**src/rtl/eeprom_pkg.sv**
```systemverilog
// Shared types and default timing for the EEPROM bus arbiter.
// Timing defaults are in clk cycles; the widths match an 8Kx8 part.
package eeprom_pkg;

   localparam int ADDR_W_DEF      = 13;
   localparam int DATA_W_DEF      = 8;
   localparam int READ_WAIT_DEF   = 4;
   localparam int WE_PULSE_DEF    = 5000;
   localparam int WRITE_CYCLE_DEF = 500000;
   localparam int CNT_W_DEF       = 24;

   typedef enum logic [2:0] {
      IDLE     = 3'd0,
      SETUP    = 3'd1,
      RD_ACC   = 3'd2,
      WR_PULSE = 3'd3,
      WR_HOLD  = 3'd4,
      WR_BUSY  = 3'd5
   } state_t;

endpackage

```
**src/rtl/eeprom_bus_arbiter_rr_arb2.sv**
```systemverilog
// Two-way round-robin pick. When both ports ask, the port that did not
// win last time gets the grant.
module eeprom_rr_arb2 (
   input  logic req0,
   input  logic req1,
   input  logic last_grant,
   output logic grant_valid,
   output logic grant_port
);

   assign grant_valid = req0 | req1;
   assign grant_port  = (req0 & req1) ? ~last_grant : req1;

endmodule

```
**src/rtl/eeprom_bus_arbiter.sv**
```systemverilog
// Shares one parallel EEPROM between a CPU read port (0) and a loader port (1),
// sequencing address setup, OE access, WE pulse and the internal write cycle.
//
// state    | meaning
// ---------+-------------------------------------------------------------
// IDLE     | no transaction; arbitrate req0/req1 and latch the winner
// SETUP    | address/data valid on the pins, strobes low
// RD_ACC   | OE high for READ_WAIT cycles; DQ sampled on the last one
// WR_PULSE | WE high for WE_PULSE cycles with data driven
// WR_HOLD  | WE low, data and address still driven for hold time
// WR_BUSY  | bus quiet while the part completes its internal write
module eeprom_bus_arbiter
   import eeprom_pkg::*;
#(
   parameter int ADDR_W      = ADDR_W_DEF,
   parameter int DATA_W      = DATA_W_DEF,
   parameter int READ_WAIT   = READ_WAIT_DEF,
   parameter int WE_PULSE    = WE_PULSE_DEF,
   parameter int WRITE_CYCLE = WRITE_CYCLE_DEF,
   parameter int CNT_W       = CNT_W_DEF
) (
   input  logic              clk,
   input  logic              reset,
   input  logic              req0,
   input  logic              req1,
   input  logic              we0,
   input  logic              we1,
   input  logic [ADDR_W-1:0] addr0,
   input  logic [ADDR_W-1:0] addr1,
   input  logic [DATA_W-1:0] wdata0,
   input  logic [DATA_W-1:0] wdata1,
   output logic              done0,
   output logic              done1,
   output logic              busy0,
   output logic              busy1,
   output logic [DATA_W-1:0] rdata,
   output logic [ADDR_W-1:0] ee_addr,
   output logic [DATA_W-1:0] ee_dout,
   output logic              ee_dq_oe,
   input  logic [DATA_W-1:0] ee_din,
   output logic              ee_oe,
   output logic              ee_we
);

   localparam logic [CNT_W-1:0] T_ONE   = CNT_W'(1);
   localparam logic [CNT_W-1:0] T_READ  = CNT_W'(READ_WAIT);
   localparam logic [CNT_W-1:0] T_PULSE = CNT_W'(WE_PULSE);
   localparam logic [CNT_W-1:0] T_WCYC  = CNT_W'(WRITE_CYCLE);

   state_t            state, state_nxt;
   logic [CNT_W-1:0]  timer, timer_nxt;
   logic              tc;
   logic              last_grant, last_grant_nxt;
   logic              cur_port, cur_port_nxt;
   logic              cur_we, cur_we_nxt;
   logic              gnt_valid, gnt_port, take;

   logic              done0_nxt, done1_nxt, busy0_nxt, busy1_nxt;
   logic              ee_oe_nxt, ee_we_nxt, ee_dq_oe_nxt;
   logic [ADDR_W-1:0] ee_addr_nxt;
   logic [DATA_W-1:0] ee_dout_nxt, rdata_nxt;

   eeprom_rr_arb2 u_arb (
      .req0        (req0),
      .req1        (req1),
      .last_grant  (last_grant),
      .grant_valid (gnt_valid),
      .grant_port  (gnt_port)
   );

   assign tc   = (timer == T_ONE);
   assign take = (state == IDLE) && gnt_valid;

   always_ff @(posedge clk) begin
      if (!reset) begin
         state      <= IDLE;
         timer      <= '0;
         last_grant <= 1'b1;
         cur_port   <= 1'b0;
         cur_we     <= 1'b0;
         done0      <= 1'b0;
         done1      <= 1'b0;
         busy0      <= 1'b0;
         busy1      <= 1'b0;
         rdata      <= '0;
         ee_addr    <= '0;
         ee_dout    <= '0;
         ee_dq_oe   <= 1'b0;
         ee_oe      <= 1'b0;
         ee_we      <= 1'b0;
      end else begin
         state      <= state_nxt;
         timer      <= timer_nxt;
         last_grant <= last_grant_nxt;
         cur_port   <= cur_port_nxt;
         cur_we     <= cur_we_nxt;
         done0      <= done0_nxt;
         done1      <= done1_nxt;
         busy0      <= busy0_nxt;
         busy1      <= busy1_nxt;
         rdata      <= rdata_nxt;
         ee_addr    <= ee_addr_nxt;
         ee_dout    <= ee_dout_nxt;
         ee_dq_oe   <= ee_dq_oe_nxt;
         ee_oe      <= ee_oe_nxt;
         ee_we      <= ee_we_nxt;
      end
   end

   // Timer is reloaded whenever the state changes; terminal count is 1.
   always_comb begin
      state_nxt = state;
      timer_nxt = (timer != '0) ? timer - T_ONE : timer;
      case (state)
         IDLE:     if (gnt_valid) state_nxt = SETUP;
         SETUP:    state_nxt = cur_we ? WR_PULSE : RD_ACC;
         RD_ACC:   if (tc) state_nxt = IDLE;
         WR_PULSE: if (tc) state_nxt = WR_HOLD;
         WR_HOLD:  state_nxt = WR_BUSY;
         WR_BUSY:  if (tc) state_nxt = IDLE;
         default:  state_nxt = IDLE;
      endcase
      if (state_nxt != state) begin
         case (state_nxt)
            SETUP:    timer_nxt = T_ONE;
            RD_ACC:   timer_nxt = T_READ;
            WR_PULSE: timer_nxt = T_PULSE;
            WR_HOLD:  timer_nxt = T_ONE;
            WR_BUSY:  timer_nxt = T_WCYC;
            default:  timer_nxt = '0;
         endcase
      end
   end

   // Register inputs are derived from the state being entered so that every
   // pin changes on the same edge as the state register.
   always_comb begin
      last_grant_nxt = last_grant;
      cur_port_nxt   = cur_port;
      cur_we_nxt     = cur_we;
      ee_addr_nxt    = ee_addr;
      ee_dout_nxt    = ee_dout;
      rdata_nxt      = rdata;
      if (take) begin
         last_grant_nxt = gnt_port;
         cur_port_nxt   = gnt_port;
         cur_we_nxt     = gnt_port ? we1 : we0;
         ee_addr_nxt    = gnt_port ? addr1 : addr0;
         ee_dout_nxt    = gnt_port ? wdata1 : wdata0;
      end
      if ((state == RD_ACC) && tc) rdata_nxt = ee_din;

      busy0_nxt    = (state_nxt != IDLE) && !cur_port_nxt;
      busy1_nxt    = (state_nxt != IDLE) &&  cur_port_nxt;
      done0_nxt    = (state_nxt == IDLE) && ((state == RD_ACC) || (state == WR_BUSY)) && !cur_port;
      done1_nxt    = (state_nxt == IDLE) && ((state == RD_ACC) || (state == WR_BUSY)) &&  cur_port;
      ee_oe_nxt    = (state_nxt == RD_ACC);
      ee_we_nxt    = (state_nxt == WR_PULSE);
      ee_dq_oe_nxt = ((state_nxt == SETUP) && cur_we_nxt) ||
                     (state_nxt == WR_PULSE) || (state_nxt == WR_HOLD);
   end

endmodule

```
**config.mk**
```make
export PLATFORM = sky130hd
export DESIGN_NAME = eeprom_bus_arbiter
export DESIGN_NICKNAME = d
export VERILOG_FILES = /design/src/rtl/eeprom_pkg.sv /design/src/rtl/eeprom_bus_arbiter_rr_arb2.sv /design/src/rtl/eeprom_bus_arbiter.sv
export SDC_FILE = /design/constraint.sdc
export NUM_CORES = 1
export LEC_CHECK = 0
export CAP_MARGIN = 20
export CORE_ASPECT_RATIO = 1.25
export CORE_MARGIN = 4
export CORE_UTILIZATION = 49
export CTS_BUF_LIST = sky130_fd_sc_hd__clkbuf_8
export DETAILED_ROUTE_END_ITERATION = 8
export PLACE_DENSITY_LB_ADDON = 0.2
export SETUP_SLACK_MARGIN = 0.4
export SLEW_MARGIN = 20
export SYNTH_ARGS = -nofsm -noshare
export SYNTH_HDL_FRONTEND = slang
export SYNTH_HIERARCHICAL = 1
export SYNTH_SLANG_ARGS = --single-unit
```
**constraint.sdc**
```tcl
create_clock -name clk -period 2.1 [get_ports clk]
set_clock_uncertainty 0.05 [all_clocks]
set_input_delay 0.42 -clock clk [delete_from_list [all_inputs] [get_ports clk]]
set_output_delay 0.42 -clock clk [all_outputs]
set_load 0.03 [all_outputs]
```
Yosys cells after proc, flatten, opt, wreduce, memory -nomap -nowiden:

Cells that the tools add are included.

* register bits after elaboration: 66
* input port bits: 56
* output and inout port bits: 36
* logic and storage cells: 65

* $add $sub $neg: 1
* eq/ne operators: 12
* multiplexer cells: 14
* bitwise logic cells: 3
* reductions and logical operators: 20

Operators with widths (number)
* 19-bit one-hot mux with 4 select lines: 1
* 24-bit 2-to-1 mux: 2
* 24-bit by 1-bit == test with 1-bit output (second input constant): 1
* 24-bit nonzero test: 1
* 24-bit by 1-bit subtractor with 24-bit output (second input constant): 1
* 3-bit one-hot mux with 5 select lines: 1
* 13-bit 2-to-1 mux: 1
* 3-bit by 2-bit == test with 1-bit output (second input constant): 4
* 3-bit == test (second input constant): 4
* 3-bit 2-to-1 mux: 3
* 1-bit logical AND: 8
* 8-bit 2-to-1 mux: 1
* 3-bit by 1-bit == test with 1-bit output (second input constant): 2
* 3-bit zero test: 2
* 1-bit 2-to-1 mux: 5
* 2-bit OR reduction: 2
* 1-bit logical OR: 3
* 3-bit != test: 1
* 3-bit nonzero test: 1
* 1-bit zero test: 2
* 2-bit nonzero test: 1
* 1-bit AND: 1
* 1-bit NOT: 1
* 1-bit OR: 1

Depth between registers and ports, before layout:

* depth in word-level cells: 7
* depth in mapped cells: 8
* gate-level depth less buffers: 7

Hierarchy:

The synthesis kept the hierarchy.

Modules (own cells, without submodules)
* eeprom_bus_arbiter: times used 1, cells each 346, area each 3129.3 um^2, sequential area each 1321.3 um^2
* eeprom_rr_arb2: times used 1, cells each 2, area each 13.8 um^2, sequential area each 0.0 um^2

Worst setup path after synthesis:

Ideal clock, no wire load.

* path type: register -> register
* from: register timer[0]
* to: register timer[11]
* setup time: 70 ps
* arrival time: 1709 ps
* required time: 1980 ps
* setup slack: 271 ps
* cell stages (with the launch flop): 8
* buffers on the path: 0
* clock period less this slack: 1829 ps
* cell sequence: dfxtp_1 > inv_1 > ha_1 > nor3b_1 > nand3_1 > nor2_1 > or4b_2 > a21oi_1

* longest elaborated chain between the ends: 5
* elaborated cells on any way between the ends: 10
* classes of those cells: add/sub: 1; eq/ne: 2; mux: 5; reduce/logical: 2

Ends and longest elaborated chain
* start, declared: line eeprom_bus_arbiter.sv:51 `logic [CNT_W-1:0] timer, timer_nxt;`
* start signal, assigned: line eeprom_bus_arbiter.sv:93 `timer <= timer_nxt;`
* parallel branches: the longest is 5 deep, another holds 24-bit by 1-bit subtractor with 24-bit output

Several ways; the timed one is not identified. The select of a mux whose other input is x is not followed.
A chain may end at the register's enable or synchronous reset.

Worst setup path in the final report:

* from: register timer[5]
* to: register rdata[0]

* longest elaborated chain between the ends: 2

Ends and longest elaborated chain
* 24-bit by 1-bit == test with 1-bit output: line eeprom_bus_arbiter.sv:71 `assign tc = (timer == T_ONE);`
* 1-bit logical AND: line eeprom_bus_arbiter.sv:151 `if ((state == RD_ACC) && tc) rdata_nxt = ee_din;`
* end signal, assigned: line eeprom_bus_arbiter.sv:101 `rdata <= rdata_nxt;`
* end, declared: line eeprom_bus_arbiter.sv:36 `output logic [DATA_W-1:0] rdata,`

No other way between the ends.

==> metrics.txt <==
Worst-Skew Late Latency=0.34 ns; routed vias=about 3200; reg-to-reg endpoint=rdata[0]$_SDFFE_PN0P_; IO Port Bufs=91; relative slew slack=73.8%; critical-path maximum fanout=8; largest net degree at the start of global routing=43; slowest library cell on the worst path=and4_2; CP Class=reg -> reg; TritonCTS buffer count=9; HP Class=reg -> reg; top_reg_cell synth=dfxtp_1; R2R setup slack=0.14 ns; routed len/inst=about 17 um; clock sink count=66; number of buffer and inverter stages on the critical path=1; Max-Cap Viols=0; area of the die=7770 um^2; part of the power in the clock network=10.9%; Layout Cells excl Fill=570; post-route DRC violation count=0; RSZ-0062 raised after global routing=true; post-synthesis sequential area ratio=42.0%; share of the synthesized area in the top cell type=between 40% and 50%; Syn Inst Count=~350; Ys Warns=6; sw power=4870 uW; P per Cell Area=2210 nW/um^2; Logic pwr share=70.7%; P&R area growth vs syn=58.8%; clock root buffer=clkbuf_8; n_diodes=0; status=completed; row count=32; CP top delay family=simple AND/OR/NAND/NOR gates; Req. time, crit path=2.26 ns; Int Power=~6200 uW; Final Setup Violations=0; H-Tree Level Count=3; Bufs on Longest Clock Path=2; fill cell count=402; worst r2r path cells=6; 1st-iter DRT viols=187; crit path DAT=between 2 and 2.5 ns; post-DP HPWL=5950 um; post-layout min period=between 1.5 and 2 ns; first-pass GRT wire length=14700 um; most frequent cell after synthesis=dfxtp_1; # nets final=539; Die Wd=79.6 um; drt pass-1 iters=7; Post-synth EDFFs=0; GRT Total Usage=a little under a quarter; vias in the first global route=3123; clk slew on worst S/H paths=0.07 ns; critical path startpoint category=flip-flop; P_leak=about 0.0021 uW; Power Total=11000 uW; Post-Syn Nets=407; share of layout cells above drive strength 1=27.4%; io pins=a little over 90; grt ovf=0; period utilization=~94%; final hold vios=0; slowest stage delay, CP=about 0.38 ns; Post-CTS Hold Buffers=0; CP endpoint kind=flip-flop; Setup TNS=0 ns; most frequent cells after synthesis=dfxtp_1 (66), nor2_1 (59), mux2i_1 (31); initial core utilization=50.6%; Avg Inst Size Synth=9.03 um^2; Min-Delay Endpoint=rdata[5]$_SDFFE_PN0P_; Synth async-reset ratio=0%; antenna violations before repair=0; Placer Congestion=0.849; Synth cell types=56; CTS tree=built; Critical R2R Launch=timer[5]$_SDFFE_PN0P_; Flop pwr share=between 15 and 20%; highest clock rate=509 MHz; Die Ht=just under 100 um; Seq cells post-synth=66; HP Start=rdata[5]$_SDFFE_PN0P_; Worst Max-Slew Pin Slew=0.392 ns; Post-Syn Area=3140 um^2; CP Cell Sequence=nor4_4, and4_2, and4_4, buf_12, mux2i_1, nor2_1; Synth area leaders=dfxtp_1 (42%), mux2i_1 (9.9%), nor2_1 (7.0%); CORE AREA=between 6000 and 7000 um^2; Sw Ratio=44.1%; Max Slew Vio Count=0; Placed Cells=529; hold-critical path depth=2; routed vias/inst=5.66; Max IR drop VDD=1.58 mV; area leader, netlist=dfxtp_1; total wire length=approximately 9700 um; Detail Route Antenna Nets=0
==> cell type report <==
cell class	count	area, um^2	area share, %
inverters	9	33.8	0.677
repair buffers	141	1320	26.4
flip-flops and latches	66	1340	26.9
clock buffers	11	151	3.03
multi-input cells	253	1960	39.3
well taps	85	106	2.13
clock inverters	5	77.6	1.55
==> layer usage <==
metal / up-vias / GRT usage (%) / wire [um]
met4: 0 / 9.66 / 325
li1: 1520 / - / -
met1: 1489 / 26.6 / 3770
met2: 184 / 40.9 / 4750
met5: - / 0 / 0
met3: 35 / 7.33 / 827
==> power groups by stage <==
stage	logic, uW	registers (uW)	clock network [uW]
4_1_cts	6630	2010	1220
3_5_place_dp	4960	2020	0
6_report	7810	2040	1200
3_3_place_gp	4890	2000	0
5_1_grt	8230	2080	1270
2_1_floorplan	3340	2200	0
==> placed cells by master, fill, tap and decap left out, types with 5 or more instances in the layout <==
cell             count
a211oi_1            21
a21oi_1             11
buf_4               39
buf_6                7
clkbuf_8            11
clkdlybuf4s50_1     53
dfxtp_1             54
dfxtp_2             10
dlygate4sd2_1       38
inv_1                7
mux2i_1             31
nand2_1             14
nor2_1              53
nor3_1               5
nor4_4               5
o21ai_0              6
o21ai_1              9
or3_1                5
xnor2_1              6
xor2_1               9
==> worst min-delay path: cells and delay by family, from the launching register on <==
family / cells / cell delay (ns)
flip-flops: 1 / 0.33
AND/OR/NAND/NOR: 1 / 0.07
multiplexers: 1 / 0.06
==> registers in the layout, indices dropped and copies added (netlist names), 3 cells and up <==
| signal | count |
|---|---|
| rdata | 8 |
| timer | 24 |
| state | 3 |
| ee_addr | 13 |
| ee_dout | 8 |
==> worst max-delay path by stage <==
stage / from / endpoint / slack, ns / depth (start not counted)
2_1_floorplan: timer[2]$_SDFFE_PN0P_ / timer[22]$_SDFFE_PN0P_ / 0.32 / 6
3_3_place_gp: req1 / timer[0]$_SDFFE_PN0P_ / 0.06 / 6
3_5_place_dp: req1 / timer[0]$_SDFFE_PN0P_ / 0.03 / 6
4_1_cts: timer[9]$_SDFFE_PN0P_ / rdata[6]$_SDFFE_PN0P_ / 0.26 / 7
5_1_grt: timer[5]$_SDFFE_PN0P_ / rdata[0]$_SDFFE_PN0P_ / 0.09 / 6
6_report: timer[5]$_SDFFE_PN0P_ / rdata[0]$_SDFFE_PN0P_ / 0.14 / 6
==> timing repair <==
item,CTS,global route
setup buffers,18,6
gates resized for setup,88,23
endpoints found under the setup margin,78,65
pin swaps,27,16
gates cloned,0,1
==> kinds of logic (layout without fill, tap and decap cells) <==
kind of cell	after synthesis	after routing	share of synthesized area, %
AOI/OAI and AO/OA	79	79	17.1
xor gates and xnor gates	15	15	4.18
adders and majority gates	3	3	1.19
buffers and inverters	29	166	4.02
DFF	66	66	42.0
muxes	32	32	10.2
and+or+nand+nor	124	124	21.3
==> per-stage QoR <==
stage	util [%]	hold WS (ns)	worst slack [ns]	cell area [um^2]
final	80.4	0.439	0.136	4990
after detailed placement	69.6	0.397	0.0340	4320
after floorplan	-	0.363	0.320	3190
after CTS	77.9	0.413	0.260	4840
after global placement	69.6	0.392	0.0564	4320
after global routing	80.4	0.460	0.0858	4990
(Power assumes the default switching activity.)
==> patch 1 (same settings) <==
The package constant `CNT_W_DEF` goes from 24 to 48.
--- a/src/rtl/eeprom_pkg.sv
+++ b/src/rtl/eeprom_pkg.sv
@@ -9,3 +9,3 @@
    localparam int WRITE_CYCLE_DEF = 500000;
-   localparam int CNT_W_DEF       = 24;
+   localparam int CNT_W_DEF       = 48;
 
Behaviour: same outputs for any inputs over 10 cycles, from zero or initial values and one cycle with reset low; that may be too few to reach the edited logic, so the function may still have changed.
==> patch 1 against the original RTL <==
The flow now finishes with violations (negative setup slack). Sequential cell count rose by 24. Critical path depth rose by 1. Cell area rose by 43%. Routed wire length rose by 58%. Area after synthesis rose by 41%. Via count rose by 48%. Count of clock-buffer cells in the layout did not move. Worst setup slack got worse by 0.58 ns. Core utilization rose by 1.1 points. Synthesized cell count rose by 48%.
Power is not shown: default switching activity piles up to over one toggle a cycle in this logic, so the estimate is an artifact.
==> patch 1: results (changes against the original RTL) <==
Run status
Result of the run: complete, but fails checks (was completed). The final reports fail on negative setup slack.

Global route
The largest net degree at the start of global routing is 31 (was 43). The global-route usage over all layers came to 26.26% (was 23.74%). The met3 routing resource usage after global routing was 7.824% (was 7.328%).

The met1 capacity usage during global routing is 26.47% (was 26.60%). The wire length of the first global-routing pass is 22.28 mm (was 14.66 mm). The number of global-route vias before repair was 4,850 (was 3,123).

CTS
The CTS clock-pin slew for the worst setup and hold paths was 0.09 ns (was 0.07 ns). The source-to-sink clock delay at the later pin of the worst-skew pair came to 0.38 ns (was 0.34 ns). The total setup buffers inserted after CTS is 5 (was 18).

The number of cells upsized or downsized after cts is 109 (was 88).

Min path
The destination of the worst hold path was done0 (was rdata[5]). The number of cells on the worst hold path was 1 (was 2). The startpoint of the most critical hold path is cur_port (was rdata[5]).

Placed design
The final weighted congestion of routability-driven global placement is 0.8963 (was 0.8491). The half-perimeter wire length after detailed placement is 9.746 mm (was 5.953 mm).

STA
The post-route worst hold slack is 0.4250 ns (was 0.4394 ns). The final number of setup-violating endpoints came to 65 (was 0). The setup slack after layout came to -0.4399 ns (was 0.1361 ns). The transition time at the pin with the least slew margin is 0.7100 ns (was 0.3923 ns).

Final layout
The number of nets in the finished design came to 763 (was 539). The number of fill cells is 543 (was 402). Largest registers: timer: 48 flops, ee_addr: 13 flops (was timer: 24 flops, ee_addr: 13 flops).

Synth
Cells taking the most area after synthesis: dfxtp_1 (41%), mux2i_1 (7.5%), nor2_1 (6.5%) (was dfxtp_1 (42%), mux2i_1 (9.9%), nor2_1 (7.0%)). The post-synthesis net count came to 574 (was 407). The fraction of the yosys area taken by sequential cells is 40.72% (was 42.04%). Leading cell types by count after synthesis: dfxtp_1 (90), nor2_1 (77), mux2i_1 (33) (was dfxtp_1 (66), nor2_1 (59), mux2i_1 (31)).

Drt
The detailed-route vias per instance was 5.750 (was 5.663). The DRC marker count from the first detailed-route iteration is 315 (was 187).

Die
The starting utilization of the core area is 50.57% (was 50.65%).

Setup path
The count of cells along the worst register-to-register path was 7 (was 6). The arrival time of the worst setup path is 2.79 ns (was 2.13 ns). The worst-path cell with the longest stage delay is or4_4 (was and4_2). The stage delay of the slowest cell on the critical path is 0.56 ns (was 0.38 ns).
## patch 1: kinds of logic after synthesis
| family | count (synthesis) | share of synthesized area, % |
|---|---|---|
| compound gates | 78 | 11.57 |
| mux | 33 | 7.466 |
| simple gates | 237 | 28.99 |
| fa+ha+maj | 3 | 0.8485 |
| buf+inv | 39 | 3.479 |
| flops | 90 | 40.72 |
| xor+xnor | 35 | 6.929 |
## patch 1: how the worst max path moves through the flow
| stage | end | slack (ns) |
|---|---|---|
| after floorplan | timer[44] | -0.35 |
| after detailed placement | rdata[7] | -0.30 |
| after global routing | timer[36] | -0.52 |
| after CTS | timer[14] | -0.28 |
| after global placement | timer[44] | -0.28 |
| final | timer[4] | -0.44 |
## patch 1: area by class of cell
cell class / count / area [um^2] / share of cell area [%]
clock inverters: 5 / 100.1 / 1.404
inverters: 7 / 26.28 / 0.3684
clock buffers: 11 / 151.4 / 2.123
multi-input cells: 386 / 2949 / 41.35
flip-flops and latches: 90 / 1805 / 25.32
repair buffers: 210 / 1949 / 27.33
well taps: 120 / 150.1 / 2.105
## patch 1: per-layer routing
layer  vias up  part of all wire [%]
met5         -                     0
met4         0                   3.8
met3        59                   5.9
met2       211                    54
met1      2278                    37
li1       2219                     -
## patch 1: per-stage QoR
step | utilization [%] | TNS (ns) | instance area (um^2) | setup WS, ns | instances
floorplan | - | -11.37 | 4469 | -0.3461 | 515
global placement | 71.42 | -13.16 | 6248 | -0.2795 | 803
detailed placement | 71.42 | -14.54 | 6248 | -0.3036 | 803
CTS | 77.67 | -12.40 | 6795 | -0.2845 | 824
global route | 81.52 | -24.17 | 7132 | -0.5229 | 829
finish | 81.52 | -21.17 | 7132 | -0.4399 | 829
==> patch 2 (same settings) <==
Made on the original files. The 6 states of `state_t` get a one-hot encoding in 6 bits.
--- a/src/rtl/eeprom_pkg.sv
+++ b/src/rtl/eeprom_pkg.sv
@@ -11,9 +11,9 @@
 
-   typedef enum logic [2:0] {
-      IDLE     = 3'd0,
-      SETUP    = 3'd1,
-      RD_ACC   = 3'd2,
-      WR_PULSE = 3'd3,
-      WR_HOLD  = 3'd4,
-      WR_BUSY  = 3'd5
+   typedef enum logic [5:0] {
+      IDLE     = 6'b000001,
+      SETUP    = 6'b000010,
+      RD_ACC   = 6'b000100,
+      WR_PULSE = 6'b001000,
+      WR_HOLD  = 6'b010000,
+      WR_BUSY  = 6'b100000
    } state_t;
Behaviour: same outputs for any inputs over 10 cycles, from zero or initial values and one cycle with reset low; not proved beyond that.
==> patch 2 against the original RTL <==
Sequential cell count grew 3. Worst hold slack lost 0.0055 ns. Cell area grew 6.4%. Area after synthesis grew 7.7%. Synthesized cell count grew 6.3%. Worst setup slack lost 0.094 ns. Routed wire length grew 10%. Critical path depth is the same. Critical path type unchanged. Critical endpoint is now timer[21]. Largest cell class unchanged. Highest routed layer unchanged.
Power is not compared: it rests on default switching activity, and its combinational part moved more than twofold at a synthesized area within 25%.
==> patch 2: results (changes against the original RTL) <==
Global route
The met1 capacity usage during global routing is 27.02% (was 26.60%). The number of global-route vias before repair is 3,494 (was 3,123). The largest net degree at the start of global routing is 36 (was 43). The global-route usage over all layers is 25.38% (was 23.74%).

The met2 global-route usage is 45.12% (was 40.90%). The wire length of the first global-routing pass is 16.24 mm (was 14.66 mm).

Drt
The routed length on met3 is 713 um (was 827 um). The DRC marker count from the first detailed-route iteration is 197 (was 187). The met1 routed wirelength after detailed routing is 3.966 mm (was 3.769 mm). The per-cell routed wire length is 17.64 um (was 16.96 um). The met2 layer wire length in the routed design is 5.598 mm (was 4.745 mm).

The detailed-route vias per instance is 5.736 (was 5.663). The number of detailed-route iterations in the first pass is 4 (was 7).

STA
The relative max-transition margin is 72.68% (was 73.85%). The setup slack after layout is 0.04211 ns (was 0.1361 ns). The post-route worst hold slack came to 0.4338 ns (was 0.4394 ns).

Setup path
The stage delay of the slowest cell on the critical path is 0.53 ns (was 0.38 ns). The minimum setup slack among reg-to-reg paths is 0.04 ns (was 0.14 ns). The reg-to-reg critical path endpoint is timer[21] (was rdata[0]).

Run status
Result of the run: completed (unchanged).

Synth
The post-synthesis net count is 429 (was 407). Cells taking the most area after synthesis: dfxtp_1 (41%), mux2i_1 (9.5%), nor2_1 (5.7%) (was dfxtp_1 (42%), mux2i_1 (9.9%), nor2_1 (7.0%)). The fraction of the yosys area taken by sequential cells came to 40.80% (was 42.04%). The number of distinct library cell variants in the gate-level netlist after synthesis came to 54 (was 56).

Leading cell types by count after synthesis: dfxtp_1 (69), nor2_1 (51), mux2i_1 (32) (was dfxtp_1 (66), nor2_1 (59), mux2i_1 (31)).

Min path
The destination of the worst hold path is cur_we (was rdata[5]). The startpoint of the most critical hold path is cur_we (was rdata[5]).

Final layout
The final core utilization was 79.94% (was 80.44%). The number of fill cells is 444 (was 402). The share of final-layout standard cells stronger than drive strength 1 was 28.49% (was 27.42%). The number of nets in the finished design is 570 (was 539).

Placed design
The post-place setup slack is -0.1813 ns (was 0.03400 ns). The half-perimeter wire length after detailed placement is 6.872 mm (was 5.953 mm). The final weighted congestion of routability-driven global placement came to 0.8658 (was 0.8491).
## patch 2: worst max-delay path by stage
stage / startpoint / to / slack [ns] / cells past startpoint
2_1_floorplan: timer[11] / rdata[0] / 0.22 / 5
3_3_place_gp: req1 / timer[15] / -0.12 / 6
3_5_place_dp: req0 / timer[17] / -0.18 / 6
4_1_cts: timer[11] / timer[21] / 0.14 / 6
5_1_grt: timer[9] / timer[21] / -0.05 / 6
6_report: timer[9] / timer[21] / 0.04 / 6
## patch 2: final cells by class
cell class	count	area, um^2	area share (%)
repair buffers	151	1373	25.83
multi-input cells	269	2177	40.97
well taps	87	108.9	2.048
clock buffers	11	151.4	2.849
clock inverters	5	58.81	1.107
flip-flops and latches	69	1404	26.42
inverters	11	41.29	0.7770
## patch 2: power breakdown
part	internal, uW	switching [uW]
logic	1070	1300
registers	1450	116
clock network	616	532
## patch 2: per-stage QoR
stage	total power (uW)	cell area (um^2)	cells
3_5_place_dp	3443	4624	562
2_1_floorplan	2785	3425	370
5_1_grt	5322	5314	603
3_3_place_gp	3414	4624	562
6_report	5077	5314	603
4_1_cts	4743	5110	593
## patch 2: worst max-delay path, delay by kind of cell, from the launching register on
| family | cells | cell delay [ns] |
|---|---|---|
| buffers and inverters | 1 | 0.11 |
| AOI/OAI and AO/OA | 2 | 0.27 |
| DFF | 1 | 0.37 |
| and+or+nand+nor | 3 | 1.21 |
## patch 2: cells by family after synthesis
logic type | share of synthesized area [%]
adder cells (fa/ha/maj) | 1.109
AO/OA/AOI/OAI | 18.29
buffers and inverters | 3.880
multiplexers | 9.793
AND/OR/NAND/NOR | 21.73
flip-flops | 40.80
XOR/XNOR | 4.398
## patch 2: repair_timing
action	in CTS	in global routing
endpoints found under the setup margin	80	51
buffers inserted	14	10
gates cloned	1	0
pin swaps	18	27
gates resized for setup	96	36
hold buffers	0	0
